File: src/rtl/dram_word_packer_if.sv
// dram_word_packer_if
// Bundles the DRAM read side (access state, data word, valid) together with
// the packed write side (record bus, strobes, addresses, parameter record and
// status flags). The packer uses the slave modport; whoever drives the DRAM
// words and consumes the records uses the master modport.
interface dram_word_packer_if #(
  parameter int DATA_IN_DRAM_WIDTH       = 32,
  parameter int PARAMETERS_WIDTH         = 50,
  parameter int SIG_ADDRS_WIDTH          = 16,
  parameter int INPUT_FEATURE_ADDR_WIDTH = 16,
  parameter int PACK_WIDTH               = 128
) ();

  logic [2:0]                          dram_access_state_i;
  logic [DATA_IN_DRAM_WIDTH-1:0]       dram_data_i;
  logic                                dram_valid_i;

  logic [PACK_WIDTH-1:0]               wr_data_o;
  logic                                weight_wr_en_o;
  logic                                signal_wr_en_o;
  logic                                input_wr_en_o;
  logic [SIG_ADDRS_WIDTH-1:0]          weight_wr_addr_o;
  logic [SIG_ADDRS_WIDTH-1:0]          signal_wr_addr_o;
  logic [INPUT_FEATURE_ADDR_WIDTH-1:0] input_wr_addr_o;
  logic [PARAMETERS_WIDTH-1:0]         parameters_o;
  logic                                param_valid_o;
  logic                                partial_drop_o;
  logic                                overflow_o;

  modport master (
    output dram_access_state_i, dram_data_i, dram_valid_i,
    input  wr_data_o, weight_wr_en_o, signal_wr_en_o, input_wr_en_o,
    input  weight_wr_addr_o, signal_wr_addr_o, input_wr_addr_o,
    input  parameters_o, param_valid_o, partial_drop_o, overflow_o
  );

  modport slave (
    input  dram_access_state_i, dram_data_i, dram_valid_i,
    output wr_data_o, weight_wr_en_o, signal_wr_en_o, input_wr_en_o,
    output weight_wr_addr_o, signal_wr_addr_o, input_wr_addr_o,
    output parameters_o, param_valid_o, partial_drop_o, overflow_o
  );

endinterface

File: src/rtl/dram_word_packer.sv
// dram_word_packer
// Collects DRAM read words and packs them, LSB beat first, into parameter,
// weight, signal or input records selected by the controller access state.
// Completed weight/signal/input records leave with a one-cycle strobe and
// the target's own address; the parameter record is held on parameters_o.
// Optional build macro PACKER_BYTE_SWAP_EN byte-reverses every accepted
// DRAM word before it is placed (big-endian DRAM images).
module dram_word_packer #(
  parameter int DATA_IN_DRAM_WIDTH       = 32,
  parameter int PARAMETERS_WIDTH         = 50,
  parameter int ROM_SIG_WIDTH            = 100,
  parameter int N_ROWS_ARRAY             = 16,
  parameter int I_WIDTH                  = 8,
  parameter int F_WIDTH                  = 8,
  parameter int SIG_ADDRS_WIDTH          = 16,
  parameter int INPUT_FEATURE_ADDR_WIDTH = 16,
  parameter int PACK_WIDTH               = 128
) (
  input logic               clk_i,
  input logic               general_rst_n_i,
  dram_word_packer_if.slave bus
);

  localparam int DW         = DATA_IN_DRAM_WIDTH;
  localparam int INPUT_W    = I_WIDTH * N_ROWS_ARRAY;
  localparam int WEIGHT_W   = F_WIDTH * N_ROWS_ARRAY;
  localparam int B_PARAM    = (PARAMETERS_WIDTH + DW - 1) / DW;
  localparam int B_WEIGHT   = (WEIGHT_W + DW - 1) / DW;
  localparam int B_SIGNAL   = (ROM_SIG_WIDTH + DW - 1) / DW;
  localparam int B_INPUT    = (INPUT_W + DW - 1) / DW;
  localparam int PACK_BEATS = (PACK_WIDTH + DW - 1) / DW;
  localparam int ASM_W      = PACK_BEATS * DW;
  localparam int CNT_W      = (PACK_BEATS > 1) ? $clog2(PACK_BEATS) : 1;

  typedef enum logic [2:0] {
    ST_RESET  = 3'b000,
    ST_PARAM  = 3'b001,
    ST_WEIGHT = 3'b010,
    ST_SIGNAL = 3'b011,
    ST_INPUT  = 3'b100,
    ST_FILLED = 3'b101
  } access_state_e;

  function automatic logic [ASM_W-1:0] low_mask(input int width);
    low_mask = {ASM_W{1'b1}} >> (ASM_W - width);
  endfunction

`ifdef PACKER_BYTE_SWAP_EN
  function automatic logic [DW-1:0] swap_bytes(input logic [DW-1:0] word);
    for (int i = 0; i < DW / 8; i++) begin
      swap_bytes[i*8 +: 8] = word[(DW/8 - 1 - i)*8 +: 8];
    end
  endfunction
`endif

  logic [2:0]                          prev_state_q;
  logic [CNT_W-1:0]                    beat_cnt_q, beat_cnt_d;
  logic [ASM_W-1:0]                    asm_q, asm_d;
  logic [PACK_WIDTH-1:0]               wr_data_q, wr_data_d;
  logic                                weight_en_q, weight_en_d;
  logic                                signal_en_q, signal_en_d;
  logic                                input_en_q, input_en_d;
  logic [SIG_ADDRS_WIDTH-1:0]          weight_addr_q, weight_addr_d;
  logic [SIG_ADDRS_WIDTH-1:0]          signal_addr_q, signal_addr_d;
  logic [INPUT_FEATURE_ADDR_WIDTH-1:0] input_addr_q, input_addr_d;
  logic                                weight_sat_q, weight_sat_d;
  logic                                signal_sat_q, signal_sat_d;
  logic                                input_sat_q, input_sat_d;
  logic [PARAMETERS_WIDTH-1:0]         parameters_q, parameters_d;
  logic                                param_valid_q, param_valid_d;
  logic                                partial_drop_q, partial_drop_d;
  logic                                overflow_q, overflow_d;

  logic [DW-1:0]                       placed_word;
  logic                                state_changed;
  logic [CNT_W-1:0]                    beat_base;
  logic [CNT_W-1:0]                    beat_last;
  logic                                accept;
  logic                                complete;
  logic [ASM_W-1:0]                    rec_mask;
  logic [ASM_W-1:0]                    record;
  logic                                weight_blocked;
  logic                                signal_blocked;
  logic                                input_blocked;

`ifdef PACKER_BYTE_SWAP_EN
  assign placed_word = swap_bytes(bus.dram_data_i);
`else
  assign placed_word = bus.dram_data_i;
`endif

  // Beat placement, record completion, strobes, address counters and flags.
  always_comb begin
    state_changed  = (bus.dram_access_state_i != prev_state_q);
    beat_base      = state_changed ? '0 : beat_cnt_q;
    accept         = 1'b0;
    beat_last      = '0;
    rec_mask       = '0;

    case (bus.dram_access_state_i)
      ST_PARAM: begin
        accept    = bus.dram_valid_i;
        beat_last = CNT_W'(B_PARAM - 1);
        rec_mask  = low_mask(PARAMETERS_WIDTH);
      end
      ST_WEIGHT: begin
        accept    = bus.dram_valid_i;
        beat_last = CNT_W'(B_WEIGHT - 1);
        rec_mask  = low_mask(WEIGHT_W);
      end
      ST_SIGNAL: begin
        accept    = bus.dram_valid_i;
        beat_last = CNT_W'(B_SIGNAL - 1);
        rec_mask  = low_mask(ROM_SIG_WIDTH);
      end
      ST_INPUT: begin
        accept    = bus.dram_valid_i;
        beat_last = CNT_W'(B_INPUT - 1);
        rec_mask  = low_mask(INPUT_W);
      end
      default: begin
        accept    = 1'b0;
      end
    endcase

    asm_d = asm_q;
    if (accept) begin
      asm_d[int'(beat_base)*DW +: DW] = placed_word;
    end
    complete = accept && (beat_base == beat_last);
    record   = asm_d & rec_mask;

    if (complete) begin
      beat_cnt_d = '0;
    end else if (accept) begin
      beat_cnt_d = beat_base + CNT_W'(1);
    end else begin
      beat_cnt_d = beat_base;
    end

    // A strobe at the all-ones address is the last write that target gets.
    weight_blocked = weight_sat_q || (weight_en_q && (&weight_addr_q));
    signal_blocked = signal_sat_q || (signal_en_q && (&signal_addr_q));
    input_blocked  = input_sat_q  || (input_en_q  && (&input_addr_q));

    weight_en_d    = 1'b0;
    signal_en_d    = 1'b0;
    input_en_d     = 1'b0;
    wr_data_d      = wr_data_q;
    parameters_d   = parameters_q;
    param_valid_d  = param_valid_q;
    overflow_d     = overflow_q;
    partial_drop_d = partial_drop_q || (state_changed && (beat_cnt_q != '0));

    weight_addr_d  = weight_addr_q;
    signal_addr_d  = signal_addr_q;
    input_addr_d   = input_addr_q;
    weight_sat_d   = weight_blocked;
    signal_sat_d   = signal_blocked;
    input_sat_d    = input_blocked;

    if (weight_en_q && !(&weight_addr_q)) begin
      weight_addr_d = weight_addr_q + SIG_ADDRS_WIDTH'(1);
    end
    if (signal_en_q && !(&signal_addr_q)) begin
      signal_addr_d = signal_addr_q + SIG_ADDRS_WIDTH'(1);
    end
    if (input_en_q && !(&input_addr_q)) begin
      input_addr_d = input_addr_q + INPUT_FEATURE_ADDR_WIDTH'(1);
    end

    if (complete) begin
      case (bus.dram_access_state_i)
        ST_PARAM: begin
          parameters_d  = record[PARAMETERS_WIDTH-1:0];
          param_valid_d = 1'b1;
        end
        ST_WEIGHT: begin
          if (weight_blocked) begin
            overflow_d  = 1'b1;
          end else begin
            weight_en_d = 1'b1;
            wr_data_d   = record[PACK_WIDTH-1:0];
          end
        end
        ST_SIGNAL: begin
          if (signal_blocked) begin
            overflow_d  = 1'b1;
          end else begin
            signal_en_d = 1'b1;
            wr_data_d   = record[PACK_WIDTH-1:0];
          end
        end
        ST_INPUT: begin
          if (input_blocked) begin
            overflow_d = 1'b1;
          end else begin
            input_en_d = 1'b1;
            wr_data_d  = record[PACK_WIDTH-1:0];
          end
        end
        default: begin
          overflow_d = overflow_q;
        end
      endcase
    end

    // The controller's reset state rearms every target but keeps the
    // last parameter record visible.
    if (bus.dram_access_state_i == ST_RESET) begin
      weight_addr_d  = '0;
      signal_addr_d  = '0;
      input_addr_d   = '0;
      weight_sat_d   = 1'b0;
      signal_sat_d   = 1'b0;
      input_sat_d    = 1'b0;
      param_valid_d  = 1'b0;
      partial_drop_d = 1'b0;
      overflow_d     = 1'b0;
    end
  end

  // State register for the packer; everything returns to zero on reset.
  always_ff @(posedge clk_i or negedge general_rst_n_i) begin
    if (!general_rst_n_i) begin
      prev_state_q   <= ST_RESET;
      beat_cnt_q     <= '0;
      asm_q          <= '0;
      wr_data_q      <= '0;
      weight_en_q    <= 1'b0;
      signal_en_q    <= 1'b0;
      input_en_q     <= 1'b0;
      weight_addr_q  <= '0;
      signal_addr_q  <= '0;
      input_addr_q   <= '0;
      weight_sat_q   <= 1'b0;
      signal_sat_q   <= 1'b0;
      input_sat_q    <= 1'b0;
      parameters_q   <= '0;
      param_valid_q  <= 1'b0;
      partial_drop_q <= 1'b0;
      overflow_q     <= 1'b0;
    end else begin
      prev_state_q   <= bus.dram_access_state_i;
      beat_cnt_q     <= beat_cnt_d;
      asm_q          <= asm_d;
      wr_data_q      <= wr_data_d;
      weight_en_q    <= weight_en_d;
      signal_en_q    <= signal_en_d;
      input_en_q     <= input_en_d;
      weight_addr_q  <= weight_addr_d;
      signal_addr_q  <= signal_addr_d;
      input_addr_q   <= input_addr_d;
      weight_sat_q   <= weight_sat_d;
      signal_sat_q   <= signal_sat_d;
      input_sat_q    <= input_sat_d;
      parameters_q   <= parameters_d;
      param_valid_q  <= param_valid_d;
      partial_drop_q <= partial_drop_d;
      overflow_q     <= overflow_d;
    end
  end

  assign bus.wr_data_o        = wr_data_q;
  assign bus.weight_wr_en_o   = weight_en_q;
  assign bus.signal_wr_en_o   = signal_en_q;
  assign bus.input_wr_en_o    = input_en_q;
  assign bus.weight_wr_addr_o = weight_addr_q;
  assign bus.signal_wr_addr_o = signal_addr_q;
  assign bus.input_wr_addr_o  = input_addr_q;
  assign bus.parameters_o     = parameters_q;
  assign bus.param_valid_o    = param_valid_q;
  assign bus.partial_drop_o   = partial_drop_q;
  assign bus.overflow_o       = overflow_q;

endmodule

File: src/flat_wrapper.sv
// flat-port wrapper written by rule: the top's interface ports become plain ports
module dram_word_packer_flat 
#(
  parameter int DATA_IN_DRAM_WIDTH       = 32,
  parameter int PARAMETERS_WIDTH         = 50,
  parameter int ROM_SIG_WIDTH            = 100,
  parameter int N_ROWS_ARRAY             = 16,
  parameter int I_WIDTH                  = 8,
  parameter int F_WIDTH                  = 8,
  parameter int SIG_ADDRS_WIDTH          = 16,
  parameter int INPUT_FEATURE_ADDR_WIDTH = 16,
  parameter int PACK_WIDTH               = 128
)
  (clk_i, general_rst_n_i, bus_dram_access_state_i, bus_dram_data_i, bus_dram_valid_i, bus_wr_data_o, bus_weight_wr_en_o, bus_signal_wr_en_o, bus_input_wr_en_o, bus_weight_wr_addr_o, bus_signal_wr_addr_o, bus_input_wr_addr_o, bus_parameters_o, bus_param_valid_o, bus_partial_drop_o, bus_overflow_o);
  dram_word_packer_if #(.DATA_IN_DRAM_WIDTH(DATA_IN_DRAM_WIDTH), .PARAMETERS_WIDTH(PARAMETERS_WIDTH), .SIG_ADDRS_WIDTH(SIG_ADDRS_WIDTH), .INPUT_FEATURE_ADDR_WIDTH(INPUT_FEATURE_ADDR_WIDTH), .PACK_WIDTH(PACK_WIDTH)) bus_i ();
  input logic clk_i;
  input logic general_rst_n_i;
  input wire logic [$bits(bus_i.dram_access_state_i)-1:0] bus_dram_access_state_i;
  input wire logic [$bits(bus_i.dram_data_i)-1:0] bus_dram_data_i;
  input wire logic [$bits(bus_i.dram_valid_i)-1:0] bus_dram_valid_i;
  output wire logic [$bits(bus_i.wr_data_o)-1:0] bus_wr_data_o;
  output wire logic [$bits(bus_i.weight_wr_en_o)-1:0] bus_weight_wr_en_o;
  output wire logic [$bits(bus_i.signal_wr_en_o)-1:0] bus_signal_wr_en_o;
  output wire logic [$bits(bus_i.input_wr_en_o)-1:0] bus_input_wr_en_o;
  output wire logic [$bits(bus_i.weight_wr_addr_o)-1:0] bus_weight_wr_addr_o;
  output wire logic [$bits(bus_i.signal_wr_addr_o)-1:0] bus_signal_wr_addr_o;
  output wire logic [$bits(bus_i.input_wr_addr_o)-1:0] bus_input_wr_addr_o;
  output wire logic [$bits(bus_i.parameters_o)-1:0] bus_parameters_o;
  output wire logic [$bits(bus_i.param_valid_o)-1:0] bus_param_valid_o;
  output wire logic [$bits(bus_i.partial_drop_o)-1:0] bus_partial_drop_o;
  output wire logic [$bits(bus_i.overflow_o)-1:0] bus_overflow_o;
  assign bus_i.dram_access_state_i = bus_dram_access_state_i;
  assign bus_i.dram_data_i = bus_dram_data_i;
  assign bus_i.dram_valid_i = bus_dram_valid_i;
  assign bus_wr_data_o = bus_i.wr_data_o;
  assign bus_weight_wr_en_o = bus_i.weight_wr_en_o;
  assign bus_signal_wr_en_o = bus_i.signal_wr_en_o;
  assign bus_input_wr_en_o = bus_i.input_wr_en_o;
  assign bus_weight_wr_addr_o = bus_i.weight_wr_addr_o;
  assign bus_signal_wr_addr_o = bus_i.signal_wr_addr_o;
  assign bus_input_wr_addr_o = bus_i.input_wr_addr_o;
  assign bus_parameters_o = bus_i.parameters_o;
  assign bus_param_valid_o = bus_i.param_valid_o;
  assign bus_partial_drop_o = bus_i.partial_drop_o;
  assign bus_overflow_o = bus_i.overflow_o;
  dram_word_packer #(.DATA_IN_DRAM_WIDTH(DATA_IN_DRAM_WIDTH), .PARAMETERS_WIDTH(PARAMETERS_WIDTH), .ROM_SIG_WIDTH(ROM_SIG_WIDTH), .N_ROWS_ARRAY(N_ROWS_ARRAY), .I_WIDTH(I_WIDTH), .F_WIDTH(F_WIDTH), .SIG_ADDRS_WIDTH(SIG_ADDRS_WIDTH), .INPUT_FEATURE_ADDR_WIDTH(INPUT_FEATURE_ADDR_WIDTH), .PACK_WIDTH(PACK_WIDTH)) u_core (.clk_i(clk_i), .general_rst_n_i(general_rst_n_i), .bus(bus_i));
endmodule
File: config.mk
export PLATFORM = sky130hd
export DESIGN_NAME = dram_word_packer_flat
export DESIGN_NICKNAME = d
export VERILOG_FILES = /design/src/rtl/dram_word_packer_if.sv /design/src/rtl/dram_word_packer.sv /design/src/flat_wrapper.sv
export SDC_FILE = /design/constraint.sdc
export NUM_CORES = 1
export LEC_CHECK = 0
export CORE_MARGIN = 1
export CORE_UTILIZATION = 30
export CTS_CLUSTER_DIAMETER = 80
export DETAILED_ROUTE_END_ITERATION = 10
export GPL_TIMING_DRIVEN = 0
export PLACE_DENSITY_LB_ADDON = 0.2
export SLEW_MARGIN = 25
export SYNTH_ARGS = -nofsm -noshare
export SYNTH_HDL_FRONTEND = slang
export SYNTH_SLANG_ARGS = --single-unit
File: constraint.sdc
create_clock -name clk_i -period 2.6 [get_ports clk_i]
set_input_delay 0.26 -clock clk_i [delete_from_list [all_inputs] [get_ports clk_i]]
set_output_delay 0.26 -clock clk_i [all_outputs]
set_load 0.1 [all_outputs]
* Word-level counts from Yosys, hierarchy flattened *
Cells that the tools add are included.

storage, ports and cells
  bits in registers = 368
  input bits = 38
  output and inout bits = 232
  logic and storage cells = 111

cells by class
  add/sub/neg operators = 5
  eq/ne operators = 12
  shift operators = 2
  mux-type cells = 40
  bitwise operators = 1
  reductions and logical operators = 34

operator list
  kind                                                                       number
  128-bit one-hot mux with 3 select lines                                    2
  128-bit two-way mux                                                        4
  128-bit bitwise AND                                                        1
  128-bit bitwise mux                                                        1
  32-bit by 33-bit variable shift with 128-bit output, first input constant  1
  32-bit by 33-bit indexed part select with 128-bit output                   1
  16-bit two-way mux                                                         6
  16-bit by 1-bit adder with 16-bit output, second input constant            3
  16-bit AND reduction                                                       3
  7-bit negator with 33-bit output                                           1
  1-bit two-way mux                                                          22
  2-bit nonzero test                                                         6
  5-bit AND reduction                                                        2
  3-bit by 1-bit inequality test with 1-bit output, second input constant    3
  1-bit logical AND                                                          8
  3-bit by 2-bit equality test with 1-bit output, second input constant      2
  2-bit two-way mux                                                          3
  2-bit inequality test, second input constant                               3
  1-bit logical OR                                                           4
  2-bit one-hot mux with 2 select lines                                      1
  2-bit AND reduction                                                        2
  4-bit nonzero test                                                         1
  4-bit OR reduction                                                         1
  3-bit by 1-bit equality test with 1-bit output, second input constant      1
  other kinds (10)                                                           12

* Depth between registers and ports, before layout *
Gate-level depths: netlist (run 1).

  depth after elaboration = 9
  mapped depth = 13
  depth with buffers taken out = 10

* Worst setup path after synthesis (run 1) *
Ideal clock, no wire load.

  path kind = register to register
  start = reg u_core.input_addr_q[4] (netlist: u_core.bus.input_wr_addr_o[4])
  end = reg u_core.wr_data_q[76] (netlist: u_core.bus.wr_data_o[76])
  setup time = 0.126 ns
  arrival time = 2.936 ns
  required time = 2.474 ns
  slack = -0.462 ns
  cell stages (with the launch flop) = 9
  path buffers = 2
  period minus slack after synthesis = 3.062 ns
  cell sequence = dfrtp_1 > nand4_1 > or3_1 > o21ai_1 > nor2_1 > o21ai_1 > buf_2 > buf_2 > mux2_2

between the ends
  cells in the longest elaborated chain, start to end = 5

ends and longest elaborated chain
  what                                    RTL line                 text
  start, declared                         dram_word_packer.sv:65   logic [INPUT_FEATURE_ADDR_WIDTH-1:0] input_addr_q, input_addr_d;
  start signal, assigned                  dram_word_packer.sv:253  input_addr_q <= input_addr_d;
  16-bit AND reduction                    dram_word_packer.sv:144  input_blocked = input_sat_q || (input_en_q && (&input_addr_q));
  1-bit logical AND                       dram_word_packer.sv:144
  1-bit logical OR                        dram_word_packer.sv:144
  2-bit inequality test (no source line)  n/a
  5-bit AND reduction (no source line)    n/a
  end signal, assigned                    dram_word_packer.sv:247  wr_data_q <= wr_data_d;
  end, declared                           dram_word_packer.sv:59   logic [PACK_WIDTH-1:0] wr_data_q, wr_data_d;

Every way passes these cells.
A chain may end at the register's enable or synchronous reset.

* Worst setup path after layout (run 1) *
  start = reg u_core.prev_state_q[1]
  end = reg u_core.wr_data_q[68] (netlist: u_core.bus.wr_data_o[68])

between the ends
  cells in the longest elaborated chain, start to end = 9
  elaborated cells between the ends (all ways) = 15
  those cells by class = add/sub: 1; eq/ne: 2; shift: 2; mux: 7; bitwise: 1; reduce/logical: 2

ends and longest elaborated chain
  what                                                                                                                                    RTL line                                                                   text
  start, declared                                                                                                                         dram_word_packer.sv:56                                                     logic [2:0] prev_state_q;
  start signal, assigned                                                                                                                  dram_word_packer.sv:244                                                    prev_state_q <= bus.dram_access_state_i;
  3-bit inequality test *                                                                                                                 dram_word_packer.sv:94                                                     state_changed = (bus.dram_access_state_i != prev_state_q);
  2-bit two-way mux *                                                                                                                     dram_word_packer.sv:95                                                     beat_base = state_changed ? '0 : beat_cnt_q;
  7-bit negator with 33-bit output                                                                                                        dram_word_packer.sv:128                                                    asm_d[int'(beat_base)*DW +: DW] = placed_word;
  32-bit by 33-bit indexed part select with 128-bit output / 32-bit by 33-bit variable shift with 128-bit output (equally long branches)  dram_word_packer.sv:128
  128-bit bitwise mux                                                                                                                     dram_word_packer.sv:128
  128-bit two-way mux                                                                                                                     dram_word_packer.sv:127                                                    if (accept) begin
  128-bit bitwise AND                                                                                                                     dram_word_packer.sv:131                                                    record = asm_d & rec_mask;
  128-bit two-way mux (on tied branches)                                                                                                  dram_word_packer.sv:195, dram_word_packer.sv:179, dram_word_packer.sv:187
  128-bit one-hot mux with 3 select lines                                                                                                 dram_word_packer.sv:173                                                    case (bus.dram_access_state_i)

Every way passes the cells marked *; elsewhere a longest branch is shown, timed or not. The select of a mux whose other input is x is not followed.

==> impl_results.md, run 1 <==
- Outcome: finished with violations
- Failing checks: setup timing
- EDFF count, synth: 0
- Slack of the critical path: -0.1312 ns
- Placed Cells: 2306
- Pre-CTS setup slack: -1.433 ns
- Synth unique cells: 54
- Worst hold stages: 1
- Met1 Usage GRT: 25.29%
- First-pass GRT wire length: 74.97 mm
- GR Overflow Total: 0
- Least-Margin Pin Slew: 1.070 ns
- PwrDens: 599.0 nW/um2
- Worst Path Arrival: 3.23 ns
- Starting DRT DRC Count: 681
- GPL Wtd Cong: 0.7993
- Final core area utilization: 41.65%
- Reg2Reg Setup Slack: -0.13 ns
- Clock slew seen by the registers of the worst setup and hold paths: 0.06 ns
- Largest net degree at the start of global routing: 86
- Sw power: 3382 uW
- Clock Skews: 0.02479 ns
- Gate power share: 9.4%
- R2R depth: 11
- Share of post-route cells with drive strength above 1: 22.42%
- Non-filler cells, final: 2411
- Area leader, netlist: dfrtp_1
- DR DRC count: 0
- Achievable frequency: 366.1 MHz
- Initial antenna violation count: 4
- Final Cycle Share: 105.0%
- Synth Warn #: 0
- Area Growth Syn to Fin: 37.38%
- Clk pwr share: 45.3%
- Die Wd: 232.4 um
- Chip height: 232.4 um
- Crit. End Element: flip-flop
- CTS H-tree lvls: 2
- DR WL/cell: 20.87 um
- Clk root buf: clkbuf_16
- Final hold vios: 0
- TritonCTS sink count: 368
- Met2 Track Usage GR: 29.59%
- Worst Path Max Fanout: 10
- Hold Path Class: input port to flip-flop
- Worst hold slack: 0.1978 ns
- Clock Latency Late Sink: 0.58 ns
- Leak pwr: 0.01013 uW
- Cell Int Power: 9726 uW
- Antenna-violating nets left: 0
- Top-area cell type share of the netlist area: 57.81%
- CTS tree: built
- Register area share after synthesis: 57.81%
- Top FF cell, synth: dfrtp_1
- Busiest grt layer: met2
- Crit Path Class: flip-flop to flip-flop
- Global Route Usage Sum: 18.63%
- Async set-reset flop share out of synthesis: 100.0%
- WP data required: 3.10 ns
- Vias in the first global route: 11830
- Slew Viols, Final: 0
- Reg-to-reg startpoint: u_core.prev_state_q[1]
- Vias: 11610
- Syn nets: 1390
- Initial Util: 30.31%
- Endpoint of the worst hold path: u_core.prev_state_q[1]
- # setup viols final: 30
- Final WL: 50.32 mm
- Cts bufs inserted: 42
- Die area: 54030 um2
- I/O Pins: 270
- Overall Power: 13110 uW
- Sequential share of power: 45.3%
- CTS Buffer Depth: 3
- Max VDD drop: 447.2 uV
- Tmin final: 2.731 ns
- Post-Syn Area: 15930 um2
- Initial DRT Pass Iterations: 7
- #FFs+latches synth: 368
- Met3 Use GR: 3.493%
- Unrepaired setup endpoints after global routing: true
- Reg2reg end: u_core.bus.wr_data_o[68]
- Cell count after synthesis: 1346
- Slew headroom: 28.43%
- Top cells by area, synth: dfrtp_1 (58%), mux2_2 (7.7%), a22o_1 (6.8%), mux2i_1 (4.5%), nand2_1 (2.9%)
- IO Port Bufs: 268
- Sw Ratio: 25.80%
- Max Cap Viol: 0
- Startpoint types: flip-flop
- Post-DP HPWL: 35.85 mm
- Core area: 52550 um2
- Min-delay src: bus_dram_access_state_i[1]
- Vias per cell: 4.815
- Num rows: 84
- Final nets: 1736
- Syn Area/Cell: 11.84 um2
==> cell usage after synthesis, drive strengths merged (24+ instances only) <==
cell type	number
buf	40
o21ai	44
mux2i	71
and3	24
mux2	124
nor2b	31
clkbuf	39
nor2	84
dfrtp	368
inv	80
nand2	121
a22o	123
xor2	24
nand3	32
==> final cells by class <==
cell class              count  area [um2]
flip-flops and latches    368        9289
clock buffers              62        1236
clock inverters            12       138.9
fillers                  4968       30670
multi-input cells         818        6344
repair buffers            302        3077
inverters                  81       309.0
plain buffers              79       628.1
well taps                 688       860.8
diodes                      1       2.502
==> worst max-delay path, stage by stage, from the launching register on <==
cell and delay (ns):
dfrtp_1 0.39, xnor2_2 0.26, nand3_2 0.16, nor2_4 0.17
ha_4 0.15, nand4_1 0.11, or4_4 0.60, nor3_4 0.21
buf_12 0.16, buf_8 0.13, a22o_1 0.18, mux2_4 0.15
==> registers in the layout, summed over array words and instances (netlist names) <==
name and flops:
u_core.asm_q 128, u_core.bus.wr_data_o 128, u_core.bus.parameters_o 50, u_core.bus.input_wr_addr_o 16, u_core.bus.signal_wr_addr_o 16, u_core.bus.weight_wr_addr_o 16, u_core.prev_state_q 3, u_core.beat_cnt_q 2
u_core.bus.input_wr_en_o 1, u_core.bus.overflow_o 1, u_core.bus.param_valid_o 1, u_core.bus.partial_drop_o 1, u_core.bus.signal_wr_en_o 1, u_core.bus.weight_wr_en_o 1, u_core.input_sat_q 1, u_core.signal_sat_q 1
u_core.weight_sat_q 1
==> routing by layer <==
metal	part of all wire [%]	vias up
met5	0	-
met4	2.8	0
met3	5.6	74
met2	47	297
met1	44	5856
li1	-	5382
==> power groups by stage <==
stage	clock network, uW	logic, uW	registers, uW
after floorplan	0	373	6270
after global placement	0	1110	6040
after detailed placement	0	1150	6030
after CTS	6120	1220	5930
after global routing	6350	1330	5950
final	5940	1230	5940
==> logic make-up (layout without fill, tap and decap cells) <==
logic type | after synthesis | after routing | synth area share (%)
compound gates | 223 | 223 | 10.70
xor+xnor | 43 | 43 | 2.411
fa+ha+maj | 6 | 6 | 0.4712
buf+inv | 160 | 536 | 4.453
flops | 368 | 368 | 57.81
mux | 195 | 195 | 13.56
other cells | 0 | 1 | 0
simple gates | 351 | 351 | 10.60
==> worst max-delay path by stage <==
stage                                     from                             to  slack [ns]  cells past startpoint
floorplan               u_core.prev_state_q[0]       u_core.bus.wr_data_o[66]        0.02                     10
global placement               general_rst_n_i  u_core.bus.input_wr_addr_o[0]      -18.03                      1
detailed placement  bus_dram_access_state_i[0]       u_core.bus.wr_data_o[68]       -1.43                     11
CTS                     u_core.prev_state_q[1]       u_core.bus.wr_data_o[76]        -0.1                     10
global route            u_core.prev_state_q[0]       u_core.bus.wr_data_o[68]       -0.22                     11
finish                  u_core.prev_state_q[1]       u_core.bus.wr_data_o[68]       -0.13                     11
==> repair_timing <==
item / CTS / global route
gates resized for setup: 84 / 81
pin swaps: 9 / 10
buffers inserted: 15 / 13
hold endpoints to repair: 82 / 0
gates cloned: 1 / 0
setup endpoints to repair: 294 / 216
hold buffers: 1 / 0
==> cell usage in the layout (no fill, tap or decap), types with 15 or more instances in the layout <==
master | netlist | routed
a21o_1 | 15 | 15
a22o_1 | 123 | 123
and3_1 | 24 | 24
buf_4 | 18 | 38
clkbuf_1 | 39 | 32
clkbuf_16 | 0 | 42
clkdlybuf4s50_1 | 0 | 265
dfrtp_1 | 368 | 320
dfrtp_2 | 0 | 40
inv_1 | 80 | 79
mux2_2 | 109 | 101
mux2_4 | 14 | 22
mux2i_1 | 71 | 52
mux2i_2 | 0 | 16
nand2_1 | 121 | 121
nand3_1 | 32 | 28
nand4_1 | 16 | 16
nor2_1 | 84 | 81
nor2b_1 | 31 | 30
o21ai_1 | 36 | 34
xnor2_1 | 18 | 16
xor2_1 | 24 | 24
==> per-stage QoR <==
stage | instance area [um2] | TNS, ns
floorplan | 16010 | 0
global placement | 19560 | -5967.48
detailed placement | 19680 | -266.14
CTS | 21550 | -3.917
global route | 21880 | -9.657
finish | 21880 | -2.329
Power figures use the tool's default switching activity.
==> run 2, diff against run 1 <==
--- a/config.mk
+++ b/config.mk
@@ -7,6 +7,7 @@
 export LEC_CHECK = 0
 export CORE_MARGIN = 1
 export CORE_UTILIZATION = 30
+export CTS_BUF_LIST = sky130_fd_sc_hd__clkbuf_2 sky130_fd_sc_hd__clkbuf_4 sky130_fd_sc_hd__clkbuf_8
 export CTS_CLUSTER_DIAMETER = 80
 export DETAILED_ROUTE_END_ITERATION = 10
 export GPL_TIMING_DRIVEN = 0
==> run 2 against run 1 <==
The flow still finishes with violations (setup timing). Clock-buffer cell count is 33 higher. Critical path depth stayed put. Power is 0.13% lower. Clock skew is 0.0085 ns higher. Sequential cell count stayed put. Combinational power hardly changed. Die area stayed put. Setup slack better by 0.089 ns. Global-route usage is 0.078 points higher. Routed wire length is 0.16% higher. Final cell count is 1.7% higher. Largest power group unchanged. Highest routed layer unchanged.
==> impl_results.md, run 2 (synthesis gave the netlist of run 1 again) <==
- GPL Wtd Cong: 0.7993
- DR DRC count: 0
- Final nets: 1760
- Slack of the critical path: -0.04210 ns
- Slew Viols, Final: 0
- DR WL/cell: 20.55 um
- Placed Area: 19680 um2
- IO Port Bufs: 268
- Final hold vios: 0
- CTS H-tree lvls: 3
- Starting DRT DRC Count: 692
- Num rows: 84
- Vias in the first global route: 12000
- Least-Margin Pin Slew: 1.065 ns
- I/O Pins: 270
- # setup viols final: 8
- Slowest cell on crit path: or4_4
- Max Cap Viol: 0
- CP peak stage delay: 0.60 ns
- Crit Path Class: flip-flop to flip-flop
- Clock Skews: 0.03324 ns
- Failing checks: setup timing
- Achievable frequency: 378.5 MHz
- Tmin final: 2.642 ns
- Reg2Reg Setup Slack: -0.04 ns
- Worst hold slack: 0.1485 ns
- Final Cycle Share: 101.6%
- Vias per cell: 4.811
- Initial Util: 30.31%
- Crit. End Element: flip-flop
- Hold Path Class: input port to flip-flop
- Most common cell after layout, fill and taps aside: dfrtp_1
- Antenna-violating nets left: 0
- Worst Path Max Fanout: 10
- Max VDD drop: 290.6 uV
- PwrDens: 594.5 nW/um2
- Initial antenna violation count: 5
- CTS Buffer Depth: 3
- CP top delay family: simple AND/OR/NAND/NOR gates
- Startpoint types: flip-flop
- Vias: 11800
- WP data required: 3.16 ns
- Largest net degree at the start of global routing: 86
- Share of post-route cells with drive strength above 1: 25.01%
- Die Wd: 232.4 um
- Leak pwr: 0.01027 uW
- Final Instance Area: 22020 um2
- Crit path cell chain: xnor2_2 > nand3_2 > nor2_4 > ha_4 > nand4_1 > or4_4 > nor3_4 > buf_12 > buf_8 > a22o_1 > mux2_2
- Worst Path Arrival: 3.20 ns
- Final WL: 50.40 mm
- Outcome: finished with violations
- TritonCTS sink count: 368
- Core area: 52550 um2
- CTS tree: built
- Cts bufs inserted: 67
- Clock Latency Late Sink: 0.64 ns
- Die area: 54030 um2
- First-pass GRT wire length: 74.91 mm
- Initial DRT Pass Iterations: 7
- Most frequent cells in the layout: dfrtp_1 (320), clkdlybuf4s50_1 (263), a22o_1 (123)
- Worst Path Buf+Inv: 2
- Area Growth Syn to Fin: 38.24%
- GR Overflow Total: 0
- Clk root buf: clkbuf_8
- Clock slew seen by the registers of the worst setup and hold paths: 0.06 ns
- Post-DP HPWL: 35.85 mm
- Slew headroom: 28.77%
- Unrepaired setup endpoints after global routing: true
- Chip height: 232.4 um
- Global Route Usage Sum: 18.71%
==> run 2: cell types whose count changed in the layout (fill, tap and decap cells not counted), moves of 3 or more <==
| cell | previous run | this run |
|---|---|---|
| clkinv_2 | 7 | 14 |
| buf_6 | 6 | 17 |
| clkbuf_4 | 7 | 15 |
| mux2_4 | 22 | 30 |
| clkbuf_8 | 13 | 87 |
| clkbuf_1 | 32 | 23 |
| nor2b_1 | 30 | 27 |
| mux2_2 | 101 | 93 |
| clkbuf_16 | 42 | 0 |
==> run 2: what timing repair did <==
action,in CTS,in global routing
gates resized for setup,87,107
pin swaps,8,14
setup buffers,11,17
setup endpoints to repair,295,213
cloned,1,0
endpoints found under the hold margin,82,0
hold buffers,1,0
==> run 2: report_power, final <==
group          switching [uW]  internal [uW]  leakage, uW
clock                    2520           3410     0.000772
sequential               64.7           5880      0.00473
combinational             873            344      0.00477
total                    3460           9630       0.0103
==> run 2: path summary, 6_finish.rpt <==
path                                                  from                             to  cells past startpoint
worst max-delay path                u_core.prev_state_q[2]       u_core.bus.wr_data_o[66]                     11
worst min-delay path            bus_dram_access_state_i[1]         u_core.prev_state_q[1]                      1
worst max register to register      u_core.prev_state_q[2]       u_core.bus.wr_data_o[66]                     11
worst min register to register            u_core.asm_q[17]               u_core.asm_q[17]                      2
max in group asynchronous                  general_rst_n_i  u_core.bus.input_wr_addr_o[9]                      4
min in group asynchronous                  general_rst_n_i       u_core.bus.wr_data_o[93]                      2
==> run 2: metal layers <==
metal,up-vias,GRT usage (%),routed length (um)
met4,0,7.504,1407
met2,351,29.52,23920
met3,83,4.289,3070
li1,5432,-,-
met1,5935,24.71,22000
met5,-,0,0
==> run 2: layout make-up <==
cell class,instances,area (um2)
fillers,4989,30530
inverters,81,309.0
diodes,2,5.005
repair buffers,302,3065
well taps,688,860.8
multi-input cells,818,6407
clock buffers,95,1251
clock inverters,21,196.4
flip-flops and latches,368,9289
plain buffers,78,638.1
==> run 2: stage by stage <==
stage | utilization (%) | setup slack (ns) | TNS (ns) | total power [uW] | instances
5_1_grt | 41.91 | -0.1340 | -4.312 | 13650 | 2453
6_report | 41.91 | -0.04210 | -0.1614 | 13090 | 2453
3_5_place_dp | 37.45 | -1.433 | -266.14 | 7175 | 2306
2_1_floorplan | - | 0.01556 | 0 | 6639 | 1346
4_1_cts | 41.10 | -0.1078 | -4.381 | 13260 | 2435
3_3_place_gp | 37.21 | -18.03 | -5967.48 | 7154 | 2302
==> run 2: worst reg2reg max path: stages, from the launching register on <==
cell and delay, ns:
dfrtp_1 0.39, xnor2_2 0.20, nand3_2 0.14, nor2_4 0.16
ha_4 0.15, nand4_1 0.11, or4_4 0.60, nor3_4 0.21
buf_12 0.16, buf_8 0.13, a22o_1 0.17, mux2_2 0.15
==> run 3, diff against run 2 <==
--- a/config.mk
+++ b/config.mk
@@ -5,9 +5,8 @@
 export SDC_FILE = /design/constraint.sdc
 export NUM_CORES = 1
 export LEC_CHECK = 0
-export CORE_MARGIN = 1
 export CORE_UTILIZATION = 30
-export CTS_BUF_LIST = sky130_fd_sc_hd__clkbuf_2 sky130_fd_sc_hd__clkbuf_4 sky130_fd_sc_hd__clkbuf_8
+export CTS_BUF_LIST = sky130_fd_sc_hd__clkbuf_4
 export CTS_CLUSTER_DIAMETER = 80
 export DETAILED_ROUTE_END_ITERATION = 10
 export GPL_TIMING_DRIVEN = 0
==> run 3 against run 2 <==
The flow still finishes with violations (setup timing). Final area is 1.4% lower. Non-clock buffer count rose by 11. Critical path type unchanged. Clock power shrank 8.8%.
==> impl_results.md, run 3 (synthesis gave the netlist of run 1 again) <==
- Initial antenna violation count: 6
- Chip height: 232.4 um
- Final nets: 1808
- Clock Latency Late Sink: 0.86 ns
- Starting DRT DRC Count: 686
- Die area: 54030 um2
- Post-DP HPWL: 35.85 mm
- Outcome: finished with violations
- Multi-input logic area: 6359 um2
- Antenna-violating nets left: 0
- Min-delay src: bus_dram_data_i[1]
- Area Growth Syn to Fin: 36.24%
- Final core area utilization: 41.30%
- Worst Path Max Fanout: 5
- Setup crit start: u_core.prev_state_q[0]
- Achievable frequency: 373.0 MHz
- Die Wd: 232.4 um
- Vias in the first global route: 12420
- Slew headroom: 27.12%
- Worst Path Buf+Inv: 2
- Final Instance Area: 21700 um2
- GPL Wtd Cong: 0.7993
- IO Port Bufs: 268
- Slowest cell on crit path: or4_4
- Register area: 9289 um2
- Most common cell after layout, fill and taps aside: dfrtp_1
- Clock slew seen by the registers of the worst setup and hold paths: 0.06 ns
- Pre-CTS setup slack: -1.433 ns
- Max VDD drop: 253.9 uV
- GR Overflow Total: 0
- CP top delay family: simple AND/OR/NAND/NOR gates
- Vias per cell: 4.770
- # setup viols final: 31
- Fillers: 5150
- Share of post-route cells with drive strength above 1: 26.53%
- Crit path top cell by count: buf_6
- Reg2reg end: u_core.bus.wr_data_o[76]
- Overall Power: 12570 uW
- PwrDens: 579.3 nW/um2
- Crit path cell chain: xnor2_2 > nand3_2 > nor2_4 > ha_4 > nand4_1 > or4_4 > nor3_4 > buf_6 > buf_6 > a22o_1 > mux2_2
- Reg2Reg Setup Slack: -0.08 ns
- Initial Util: 30.31%
- Clk root buf: clkbuf_4
- First-pass GRT wire length: 75.98 mm
- Max Cap Viol: 0
- Global Route Usage Sum: 18.91%
- Final hold vios: 0
- Largest net degree at the start of global routing: 86
- CP peak stage delay: 0.58 ns
- Least-Margin Pin Slew: 1.098 ns
- Hold Path Class: input port to flip-flop
- Cts bufs inserted: 104
- Failing checks: setup timing
- DR DRC count: 0
- Slew Viols, Final: 0
- DR WL/cell: 20.01 um
- CTS H-tree lvls: 3
- CTS tree: built
- Reg-to-reg startpoint: u_core.prev_state_q[0]
- CTS Buffer Depth: 3
- TritonCTS sink count: 368
- Clock Skews: 0.08362 ns
- Initial DRT Pass Iterations: 7
- I/O Pins: 270
- Crit. End Element: flip-flop
- Worst hold slack: 0.2261 ns
- Final WL: 50.86 mm
- Endpoint of the worst hold path: u_core.asm_q[65]
- Slack of the critical path: -0.08106 ns
- Core area: 52550 um2
- Worst hold stages: 2
- Final Cycle Share: 103.1%
- R2R depth: 11
- Num rows: 84
- WP data required: 3.40 ns
- Tmin final: 2.681 ns
- Worst Path Arrival: 3.49 ns
- Leak pwr: 0.01131 uW
- Placed Area: 19680 um2
- Vias: 12130
- Startpoint types: flip-flop
- Unrepaired setup endpoints after global routing: true
- Crit Path Class: flip-flop to flip-flop
- Most frequent cells in the layout: dfrtp_1 (320), dlygate4sd2_1 (231), clkbuf_4 (158)
[run 3: changes by cell type in the layout (fill, tap and decap cells not counted), sizes merged]
cell	previous run	this run
buf	77	83
diode	2	3
inv	84	86
clkinv	14	34
clkdlybuf4s50	263	35
dlygate4sd3	1	7
dlygate4sd2	1	231
clkinvlp	1	0
bufinv	3	1
clkbuf	132	188
dlymetal6s2s	1	0
[run 3: where the power goes]
group / total [uW] / internal, uW / switching [uW]
Clock: 5410 / 2820 / 2590
Combinational: 1220 / 344 / 881
Sequential: 5940 / 5870 / 63.4
[run 3: per-layer routing]
layer  part of all wire (%)  track usage [%]
met2                     47            29.72
met4                    2.7            7.915
met5                      0                0
met1                     44            24.88
met3                    6.4            4.424
[run 3: how the worst max path moves through the flow]
stage | slack, ns | endpoint | depth (start not counted)
detailed placement | -1.43 | u_core.bus.wr_data_o[68] | 11
global placement | -18.03 | u_core.bus.input_wr_addr_o[0] | 1
finish | -0.08 | u_core.bus.wr_data_o[76] | 11
CTS | -0.15 | u_core.bus.wr_data_o[76] | 10
global route | -0.23 | u_core.bus.wr_data_o[92] | 11
floorplan | 0.02 | u_core.bus.wr_data_o[66] | 10
[run 3: layout make-up]
cell class                      instances  area share (%)
Antenna cell                            3         0.03459
Buffer                                 76           2.727
Clock buffer                          153           5.292
Clock inverter                         40          0.9455
Inverter                               81           1.424
Multi-Input combinational cell        818           29.30
Sequential cell                       368           42.80
Tap cell                              688           3.966
Timing Repair Buffer                  315           13.51
[run 3: worst register-to-register path, cell delays in order (launching register included)]
cell and delay (ns):
dfrtp_1 0.39, xnor2_2 0.20, nand3_2 0.15, nor2_4 0.16
ha_4 0.15, nand4_1 0.12, or4_4 0.59, nor3_4 0.25
buf_6 0.20, buf_6 0.14, a22o_1 0.16, mux2_2 0.15
[run 3: what timing repair did]
action,CTS,global route
pin swaps,9,8
buffers inserted,15,15
cloned,3,3
endpoints found under the setup margin,529,209
resized for setup,312,103
hold endpoints to repair,221,0
hold buffers,7,0
[run 3: metrics by stage]
step                      cells  setup TNS (ns)
after CTS                  2522          -2.475
final                      2542          -1.511
after floorplan            1346               0
after global placement     2302        -5967.48
after detailed placement   2306         -266.14
after global routing       2542          -8.373
